<file path="src/rtl/ifetch_unit.sv">
// Multicycle-CPU instruction fetch initiator: owns the PC, reads IM into IR on request.
// Optional build macro IFETCH_COUNT_EN adds a free-running completed-fetch counter output.
module ifetch_unit #(
    parameter logic [31:0] PC_RESET    = 32'h0000_0000,
    parameter int unsigned WAIT_CYCLES = 1
) (
    input  logic        clk,
    input  logic        rst_n,
    input  logic        fetch_req,
    input  logic        pc_update,
    input  logic [1:0]  next_pc_sel,
    input  logic        branch_taken,
    input  logic [15:0] imm16,
    input  logic [25:0] target26,
    input  logic [31:0] rs_data,
    output logic [31:0] im_addr,
    output logic        im_r,
    output logic        im_w,
    output logic [31:0] im_wd,
    input  logic [31:0] im_rd,
    output logic [31:0] pc,
    output logic [31:0] pc_plus4,
    output logic [31:0] ir,
    output logic        fetch_done,
    output logic        busy,
    output logic        misalign
`ifdef IFETCH_COUNT_EN
    ,
    output logic [31:0] fetch_count
`endif
);

    typedef enum logic {ST_IDLE = 1'b0, ST_WAIT = 1'b1} state_t;

    localparam logic [3:0] CNT_INIT = 4'(WAIT_CYCLES - 1);

    state_t      state_q, state_d;
    logic [3:0]  cnt_q, cnt_d;
    logic        pend_q, pend_d;
    logic [31:0] pc_q, pc_d;
    logic [31:0] ir_q, ir_d;
    logic        done_q, done_d;
    logic        mis_q, mis_d;
    logic [31:0] next_pc_s;
    logic [31:0] branch_off_s;

    assign pc_plus4     = pc_q + 32'd4;
    assign branch_off_s = {{14{imm16[15]}}, imm16, 2'b00};

    // Next-PC selection for a controller-commanded update
    always_comb begin
        next_pc_s = pc_plus4;
        case (next_pc_sel)
            2'b00:   next_pc_s = pc_plus4;
            2'b01:   next_pc_s = branch_taken ? (pc_plus4 + branch_off_s) : pc_plus4;
            2'b10:   next_pc_s = {pc_plus4[31:28], target26, 2'b00};
            2'b11:   next_pc_s = {rs_data[31:2], 2'b00};
            default: next_pc_s = pc_plus4;
        endcase
    end

    // Fetch sequencing; a same-cycle update+fetch is remembered in pend so no fetch is lost
    always_comb begin
        state_d = state_q;
        cnt_d   = cnt_q;
        pend_d  = pend_q;
        pc_d    = pc_q;
        ir_d    = ir_q;
        done_d  = 1'b0;
        mis_d   = mis_q;
        case (state_q)
            ST_IDLE: begin
                if (pc_update) begin
                    pc_d   = next_pc_s;
                    pend_d = pend_q | fetch_req;
                    if ((next_pc_sel == 2'b11) && (rs_data[1:0] != 2'b00)) begin
                        mis_d = 1'b1;
                    end else begin
                        mis_d = mis_q;
                    end
                end else if (fetch_req || pend_q) begin
                    state_d = ST_WAIT;
                    cnt_d   = CNT_INIT;
                    pend_d  = 1'b0;
                end else begin
                    state_d = ST_IDLE;
                end
            end
            ST_WAIT: begin
                if (cnt_q == 4'd0) begin
                    ir_d    = im_rd;
                    done_d  = 1'b1;
                    state_d = ST_IDLE;
                end else begin
                    cnt_d = cnt_q - 4'd1;
                end
            end
            default: state_d = ST_IDLE;
        endcase
    end

    // State registers
    always_ff @(posedge clk or negedge rst_n) begin
        if (!rst_n) begin
            state_q <= ST_IDLE;
            cnt_q   <= 4'd0;
            pend_q  <= 1'b0;
            pc_q    <= PC_RESET;
            ir_q    <= 32'd0;
            done_q  <= 1'b0;
            mis_q   <= 1'b0;
        end else begin
            state_q <= state_d;
            cnt_q   <= cnt_d;
            pend_q  <= pend_d;
            pc_q    <= pc_d;
            ir_q    <= ir_d;
            done_q  <= done_d;
            mis_q   <= mis_d;
        end
    end

`ifdef IFETCH_COUNT_EN
    logic [31:0] fcnt_q, fcnt_d;

    assign fcnt_d      = done_q ? (fcnt_q + 32'd1) : fcnt_q;
    assign fetch_count = fcnt_q;

    // Completed-fetch counter, wraps naturally
    always_ff @(posedge clk or negedge rst_n) begin
        if (!rst_n) begin
            fcnt_q <= 32'd0;
        end else begin
            fcnt_q <= fcnt_d;
        end
    end
`endif

    assign im_r       = (state_q == ST_WAIT);
    assign busy       = (state_q == ST_WAIT);
    assign im_addr    = {pc_q[31:2], 2'b00};
    assign im_w       = 1'b0;
    assign im_wd      = 32'd0;
    assign pc         = pc_q;
    assign ir         = ir_q;
    assign fetch_done = done_q;
    assign misalign   = mis_q;

endmodule
</file>
<file path="config.mk">
export PLATFORM = sky130hd
export DESIGN_NAME = ifetch_unit
export DESIGN_NICKNAME = d
export VERILOG_FILES = /design/src/rtl/ifetch_unit.sv
export SDC_FILE = /design/constraint.sdc
export NUM_CORES = 1
export LEC_CHECK = 0
export ABC_AREA = 1
export CAP_MARGIN = 20
export CORE_MARGIN = 2
export CORE_UTILIZATION = 60
export CTS_BUF_LIST = sky130_fd_sc_hd__clkbuf_8
export DETAILED_ROUTE_END_ITERATION = 10
export DONT_BUFFER_PORTS = 1
export PLACE_DENSITY_LB_ADDON = 0.05
export SLEW_MARGIN = 30
export SYNTH_ARGS = -nofsm -noshare
export SYNTH_HDL_FRONTEND = slang
export SYNTH_SLANG_ARGS = --single-unit
</file>
<file path="constraint.sdc">
create_clock -name clk -period 2.77 [get_ports clk]
set_input_delay 0.1385 -clock clk [delete_from_list [all_inputs] [get_ports clk]]
set_output_delay 0.1385 -clock clk [all_outputs]
set_load 0.1 [all_outputs]
</file>
==> results of run 1 <==
cell usage after synthesis (all sizes together):
master   count  area share [%]
o21bai       9            0.92
xor2        15             1.9
nand3b       1            0.10
o2111ai      1            0.12
a21oi       68             4.7
buf         76             7.6
inv        173             8.9
fa           1            0.27
conb         1           0.051
nor3        18             1.3
a21o         4            0.41
nor3b        1            0.10
or2          4            0.34
xnor2        8            0.96
o211ai       4            0.41
ha          39             6.7
o21ai       40             2.7
a221oi      13             1.6
nor2        86             5.0
clkinv       1           0.051
nand2      463              24
a22o         6            0.72
a31oi        1           0.086
nand4        9            0.77
o22ai        1           0.086
and2         5            0.43
o21a         1            0.10
dfrtp       70              24
nand3       67             4.7
clkbuf      22             1.1
kinds of logic after synthesis:
family	share of synthesized area (%)
other cells	0.0513
simple gates	36.8
fa+ha+maj	6.94
flops	23.9
buf+inv	17.6
compound gates	11.8
xor+xnor	2.86
what timing repair did:
| action | in CTS |
|---|---|
| pin swaps | 80 |
| setup buffers | 13 |
| setup endpoints to repair | 25 |
| resized for setup | 141 |
| hold buffers | 35 |
| hold endpoints to repair | 103 |
through the flow:
stage / setup slack, ns / cells / hold slack [ns] / TNS (ns)
after CTS: -0.196 / 1565 / 0.0374 / -2.47
after global placement: -0.353 / 1501 / -0.156 / -4.08
after detailed placement: -0.411 / 1501 / -0.156 / -5.26
after floorplan: -0.725 / 1246 / -0.157 / -14.07
metal layers:
layer,overflow,global-route usage [%]
met5,0,9.41
met4,18,72.8
met3,0,51.7
met2,24,92.7
met1,1,74.3
==> results_dict.tcl, run 1 <==
set metrics [dict create \
    outcome "did not finish" \
    lastStage "5_1_grt" \
    toolErrorMsg "[ERROR GRT-0232] Routing congestion too high. Check the congestion heatmap in the GUI." \
    max-clock-path-buffers 2 \
    rows 40 \
    die_w_microns 114 \
    grtUsageTotal_pct 72.7 \
    ys_types 42 \
    synth-seq-cells 70 \
    die_h_microns 114 \
    syn-cell-area_sq_um 7320 \
    clock_sinks 70 \
    gp_congestion 0.992 \
    numPortBuffers 0 \
    worst_endpoint_kind "register data pin" \
    crit_endpoint "pc[29]$_DFFE_PN0P_/D" \
    grt_max_degree 71 \
    dp_hpwl_microns 20700 \
    dpl-instance-area_sq_um 9170 \
    ys_seq_area_share_pct 23.9 \
    synthCells 1208 \
    io_pins 278 \
    yosysWarningCount 0 \
    avgSynthCellArea_sq_um 6.06 \
    overflow 43 \
    cts_root_buffer "clkbuf_8" \
    cts_buffers 9 \
    h-tree-depth 3 \
    start_util_pct 61.2 \
]
==> inputs of run 2 (changes only) <==
--- a/config.mk
+++ b/config.mk
@@ -8,11 +8,10 @@
 export ABC_AREA = 1
 export CAP_MARGIN = 20
 export CORE_MARGIN = 2
-export CORE_UTILIZATION = 60
-export CTS_BUF_LIST = sky130_fd_sc_hd__clkbuf_8
+export CORE_UTILIZATION = 40
 export DETAILED_ROUTE_END_ITERATION = 10
 export DONT_BUFFER_PORTS = 1
-export PLACE_DENSITY_LB_ADDON = 0.05
+export PLACE_DENSITY_LB_ADDON = 0.15
 export SLEW_MARGIN = 30
 export SYNTH_ARGS = -nofsm -noshare
 export SYNTH_HDL_FRONTEND = slang
==> constraint.sdc (replaced) <==
create_clock -name clk -period 3.6 [get_ports clk]
set_input_delay 0.18 -clock clk [delete_from_list [all_inputs] [get_ports clk]]
set_output_delay 0.18 -clock clk [all_outputs]
set_load 0.1 [all_outputs]
==> results_dict.tcl, run 2 <==
set metrics [dict create \
    timing.final.crit_share_pct 93.2 \
    cts_buffers 9 \
    cts_tree "done" \
    antenna_found_initial 0 \
    largest_reg_flops 32 \
    die_h_microns 139 \
    hold_depth 2 \
    cp_common_cell "nand2_1" \
    outcome "complete, no violations" \
    wirelength_microns 25500 \
    grt_max_degree 71 \
    yosys.cell_count.top_type "nand2_1" \
    max-slew-margin-rel_pct 36.6 \
    yosysWarningCount 0 \
    cts_setup_buffers 0 \
    path_clk_slew_ns 0.06 \
    rows 49 \
    setup_viol 0 \
    yosysTopAreaCell "dfrtp_1" \
    dpl-instance-area_sq_um 7920 \
    clock_sinks 70 \
    synthTopCellsByCount "458 x nand2_1, 166 x inv_1, 80 x nor2_1" \
    reg2reg_to "pc[21]$_DFFE_PN0P_" \
    reg2reg_slack_ns 0.25 \
    drv_cap 0 \
    fin_skew_ns 0.00597 \
    final_cell_area_sq_um 8650 \
    max-clock-path-buffers 2 \
    crit_chain "ha_1, nand2_1, inv_1, nand3_2, nor2_1, buf_4, xor2_4, ha_1, nand2_1, nor2_1, nand3_1, nand3b_1, nand2_1, nand3_1, nand3_1, nand2_1, nand2_1, nand2_1, nand2_1" \
    min_path_type "in2reg" \
    cts_root_buffer "clkbuf_16" \
    wl_per_cell_microns 17.0 \
    synthCells 1208 \
    layout_commonest_cell "nand2_1" \
    die_area_sq_um 19400 \
    synth_area_leaders "dfrtp_1 24%, nand2_1 23%, inv_1 8.5%, buf_4 7.2%, ha_1 6.7%" \
    hold_end "misalign$_DFFE_PN0P_" \
    async_reset_ff_share_pct 100 \
    r2r-start "pc[2]$_DFFE_PN0P_" \
    post-route-util_pct 48.2 \
    drive_gt1_share_pct 13.7 \
    drc 0 \
    ant_nets 0 \
    crit_fanout 6 \
    crit_slowest_cell "dfrtp_4" \
    synth_top_area_share_pct 23.9 \
    slew_violations 0 \
    h-tree-depth 3 \
    synth-edff-count 0 \
    final_net_count 1420 \
    grtUsageTotal_pct 25.9 \
    vias 7569 \
    critPathLaunchType "flip-flop" \
    viasPerCell 5.04 \
    hold_viol_final 0 \
    layout_min_cycle_time_ns 3.35 \
    final_cell_mix "458 x nand2_1, 161 x inv_1, 74 x buf_4, 73 x nor2_1, 68 x a21oi_1" \
    dr.first_iter.drc_count 497 \
    worstSetupPathType "reg2reg" \
    syn-cell-area_sq_um 7320 \
    n_antenna_cell 0 \
    avgSynthCellArea_sq_um 6.06 \
    drt_first_pass_iters 7 \
    max_stage_delay_ns 0.52 \
    ys_seq_area_share_pct 23.9 \
    critPathArrivalTime_ns 3.58 \
    start_util_pct 40.7 \
    tightest_slew_ns 0.945 \
    ys_types 42 \
    ys.flop_type "dfrtp_1" \
    cp-end-kind "flip-flop" \
    grt_pass1_wl_microns 39600 \
    fmax_ghz 0.298 \
    numPortBuffers 0 \
    areaGrowthSynthToFinish_pct 18.3 \
    rr_worst_depth 19 \
    dp_hpwl_microns 20500 \
    insertion_delay_ns 0.34 \
    grt_pass1_vias 7268 \
    die_w_microns 139 \
    io_pins 278 \
    synth-seq-cells 70 \
    core_area_sq_um 18000 \
    gp_congestion 0.983 \
    hp-start "rs_data[0]" \
    overflow 0 \
    cp.required_ns 3.82 \
]
-- run 2: cell counts after synthesis --
No cell type changed its count.
-- run 2: final cells by class --
type	count	area, sq um
clock inverter	4	76.3
clock buffer	12	267
fill	1887	9310
inverter	174	673
multi-input combinational	904	4620
sequential	70	1810
timing repair buffer	108	913
tap	229	287
-- run 2: cells by family after synthesis --
family	Yosys count	share of synthesized area (%)
compound gates	148	11.8
xor+xnor	23	2.86
flops	70	23.9
other cells	1	0.0513
fa+ha+maj	40	6.94
buf+inv	272	17.6
simple gates	654	36.8
-- run 2: worst max path at each step --
| stage | start | to | slack (ns) | depth (start not counted) |
|---|---|---|---|---|
| floorplan | pc[2]$_DFFE_PN0P_ | pc[14]$_DFFE_PN0P_ | -0.01 | 18 |
| global placement | pc[7]$_DFFE_PN0P_ | pc[24]$_DFFE_PN0P_ | 0.22 | 19 |
| detailed placement | pc[7]$_DFFE_PN0P_ | pc[24]$_DFFE_PN0P_ | 0.21 | 19 |
| CTS | pc[7]$_DFFE_PN0P_ | pc[24]$_DFFE_PN0P_ | 0.19 | 19 |
| global route | pc[2]$_DFFE_PN0P_ | pc[24]$_DFFE_PN0P_ | -0.02 | 20 |
| finish | pc[2]$_DFFE_PN0P_ | pc[21]$_DFFE_PN0P_ | 0.25 | 19 |
-- run 2: critical path, delay by kind of cell, from the launching register on --
kind / cells / cell delay, ns
simple gates: 14 / 1.67
fa+ha+maj: 2 / 0.63
flops: 1 / 0.52
buf+inv: 2 / 0.24
xor+xnor: 1 / 0.18
-- run 2: timing repair --
item / in CTS / in global routing
setup endpoints to repair: 0 / 11
gates resized for setup: 0 / 9
endpoints found under the hold margin: 102 / 0
hold buffers: 34 / 0
-- run 2: metal layers --
layer  vias up  GRT usage [%]  wire length [microns]
met4         0           7.60                    679
met5         -              0                      0
met1      3429           35.4                  11300
li1       3788              -                      -
met3        36           5.82                   1950
met2       316           41.3                  11500
-- run 2: per-stage QoR --
step	hold WS [ns]	setup TNS [ns]	cells	worst slack, ns
2_1_floorplan	-0.116	-0.0247	1246	-0.0136
3_5_place_dp	-0.113	0	1451	0.211
5_1_grt	0.0587	-0.0169	1501	-0.0169
6_report	0.0501	0	1501	0.246
4_1_cts	0.0385	0	1501	0.188
3_3_place_gp	-0.113	0	1451	0.216
Power of run 2 is left out: the tool's default activity adds up to more than one toggle a clock period on the data nets, which glitch-free logic cannot reach.
==> inputs of run 3 (changes only) <==
--- a/config.mk
+++ b/config.mk
@@ -16,3 +16,4 @@
 export SYNTH_ARGS = -nofsm -noshare
 export SYNTH_HDL_FRONTEND = slang
 export SYNTH_SLANG_ARGS = --single-unit
+export TNS_END_PERCENT = 10
==> constraint.sdc (replaced) <==
create_clock -name clk -period 3.8 [get_ports clk]
set_input_delay 0.19 -clock clk [delete_from_list [all_inputs] [get_ports clk]]
set_output_delay 0.19 -clock clk [all_outputs]
set_load 0.1 [all_outputs]
==> results_dict.tcl, run 3 (same netlist as run 2, synthesis figures left out) <==
set metrics [dict create \
    cts_root_buffer "clkbuf_16" \
    slew_violations 0 \
    cts_buffers 9 \
    core_area_sq_um 18000 \
    critPathArrivalTime_ns 3.71 \
    path_buf_inv 1 \
    drv_cap 0 \
    startpoint "pc[7]$_DFFE_PN0P_" \
    setup_viol 0 \
    drc 0 \
    gp_congestion 0.917 \
    path_delay_family "simple AND/OR/NAND/NOR gates" \
    nFillCells 1926 \
    areaGrowthSynthToFinish_pct 14.8 \
    dr.first_iter.drc_count 548 \
    rsz0062_at_grt "no" \
    drive_gt1_share_pct 11.7 \
    layout_min_cycle_time_ns 3.49 \
    grtUsageTotal_pct 26.4 \
    start_util_pct 40.7 \
    die_area_sq_um 19400 \
    drt_first_pass_iters 5 \
    r2r-start "pc[7]$_DFFE_PN0P_" \
    cp.required_ns 4.02 \
    dp_hpwl_microns 21000 \
    max_stage_delay_ns 0.45 \
    crit_slowest_cell "dfrtp_2" \
    cp-end-kind "flip-flop" \
    crit_chain "nand2_2, nor2_4, nand2_4, nor2_8, nand3_1, xor2_1, clkinvlp_4, ha_1, a21oi_1, o21ai_0, a21oi_1, nand3_1, nand2_1, nand3_1, nand2_1, nand2_1, nand2_1, nand2_1" \
    cp_common_cell "nand2_1" \
    clock_sinks 70 \
    timing.final.crit_share_pct 91.9 \
    min_path_type "in2reg" \
    drt-met1-wl_microns 11500 \
    tightest_slew_ns 0.926 \
    outcome "complete, no violations" \
    die_w_microns 139 \
    placed_cells 1447 \
    io_pins 278 \
    max-clock-path-buffers 2 \
    critPathLaunchType "flip-flop" \
    rows 49 \
    grt_max_degree 71 \
    cts_tree "done" \
    h-tree-depth 3 \
    max-slew-margin-rel_pct 37.9 \
    tns_ns 0 \
    vias 7579 \
    viasPerCell 5.06 \
    numPortBuffers 0 \
    wirelength_microns 26000 \
    crit_fanout 7 \
    final_cells 1497 \
    cts_setup_buffers 0 \
    dr_wl_met2_microns 12400 \
    largest_reg_flops 32 \
    n_antenna_cell 0 \
    hp-start "fetch_req" \
    dr_wl_met3_microns 1690 \
    grt_pass1_wl_microns 40200 \
    fmax_ghz 0.286 \
    wl_per_cell_microns 17.4 \
    layout_commonest_cell "nand2_1" \
    highest_layer "met4" \
    ant_nets 0 \
    overflow 0 \
    path_clk_slew_ns 0.06 \
    final_cell_mix "458 x nand2_1, 164 x inv_1, 77 x nor2_1, 70 x buf_4, 68 x a21oi_1" \
    insertion_delay_ns 0.33 \
    die_h_microns 139 \
    fin_skew_ns 0.0107 \
    antenna_found_initial 0 \
    final_net_count 1416 \
    hold_viol_final 0 \
    grt_pass1_vias 7255 \
    worstSetupPathType "reg2reg" \
]
==> run 3: metal layers <==
metal | up-vias | global-route usage [%]
li1 | 3784 | -
met5 | - | 0
met3 | 28 | 4.51
met2 | 299 | 44.4
met4 | 0 | 5.58
met1 | 3468 | 35.7
==> run 3: through the flow <==
stage,utilization [%],hold WS (ns),area (sq um),worst slack (ns)
finish,46.8,0.0677,8400,0.309
global route,46.8,0.0602,8400,0.0244
CTS,46.7,0.0574,8400,0.320
global placement,43.2,-0.101,7750,0.316
floorplan,-,-0.106,7560,0.0202
detailed placement,43.2,-0.102,7750,0.353
==> run 3: path summary, 6_finish.rpt <==
check | slack [ns] | to | cells past startpoint
min in group asynchronous | 0.41 | pc[23]$_DFFE_PN0P_ | 2
worst min register to register | 0.50 | pend_q$_DFFE_PN0P_ | 2
worst min-delay path | 0.07 | pend_q$_DFFE_PN0P_ | 2
worst max register to register | 0.31 | pc[24]$_DFFE_PN0P_ | 18
max in group asynchronous | 3.04 | pc[2]$_DFFE_PN0P_ | 2
worst max-delay path | 0.31 | pc[24]$_DFFE_PN0P_ | 18
==> run 3: timing repair <==
action                     in CTS  in global routing
hold endpoints to repair      102                  0
setup endpoints to repair       0                  4
hold buffers                   34                  0
gates resized for setup         0                  1
==> run 3: final cells by class <==
| class | count | area [sq um] | area share, % |
|---|---|---|---|
| Tap cell | 229 | 287 | 3.41 |
| Clock inverter | 5 | 41.3 | 0.492 |
| Sequential cell | 70 | 1790 | 21.3 |
| Timing Repair Buffer | 104 | 883 | 10.5 |
| Clock buffer | 11 | 243 | 2.89 |
| Inverter | 174 | 659 | 7.85 |
| Multi-Input combinational cell | 904 | 4490 | 53.5 |
Power of run 3 is left out for the same reason.
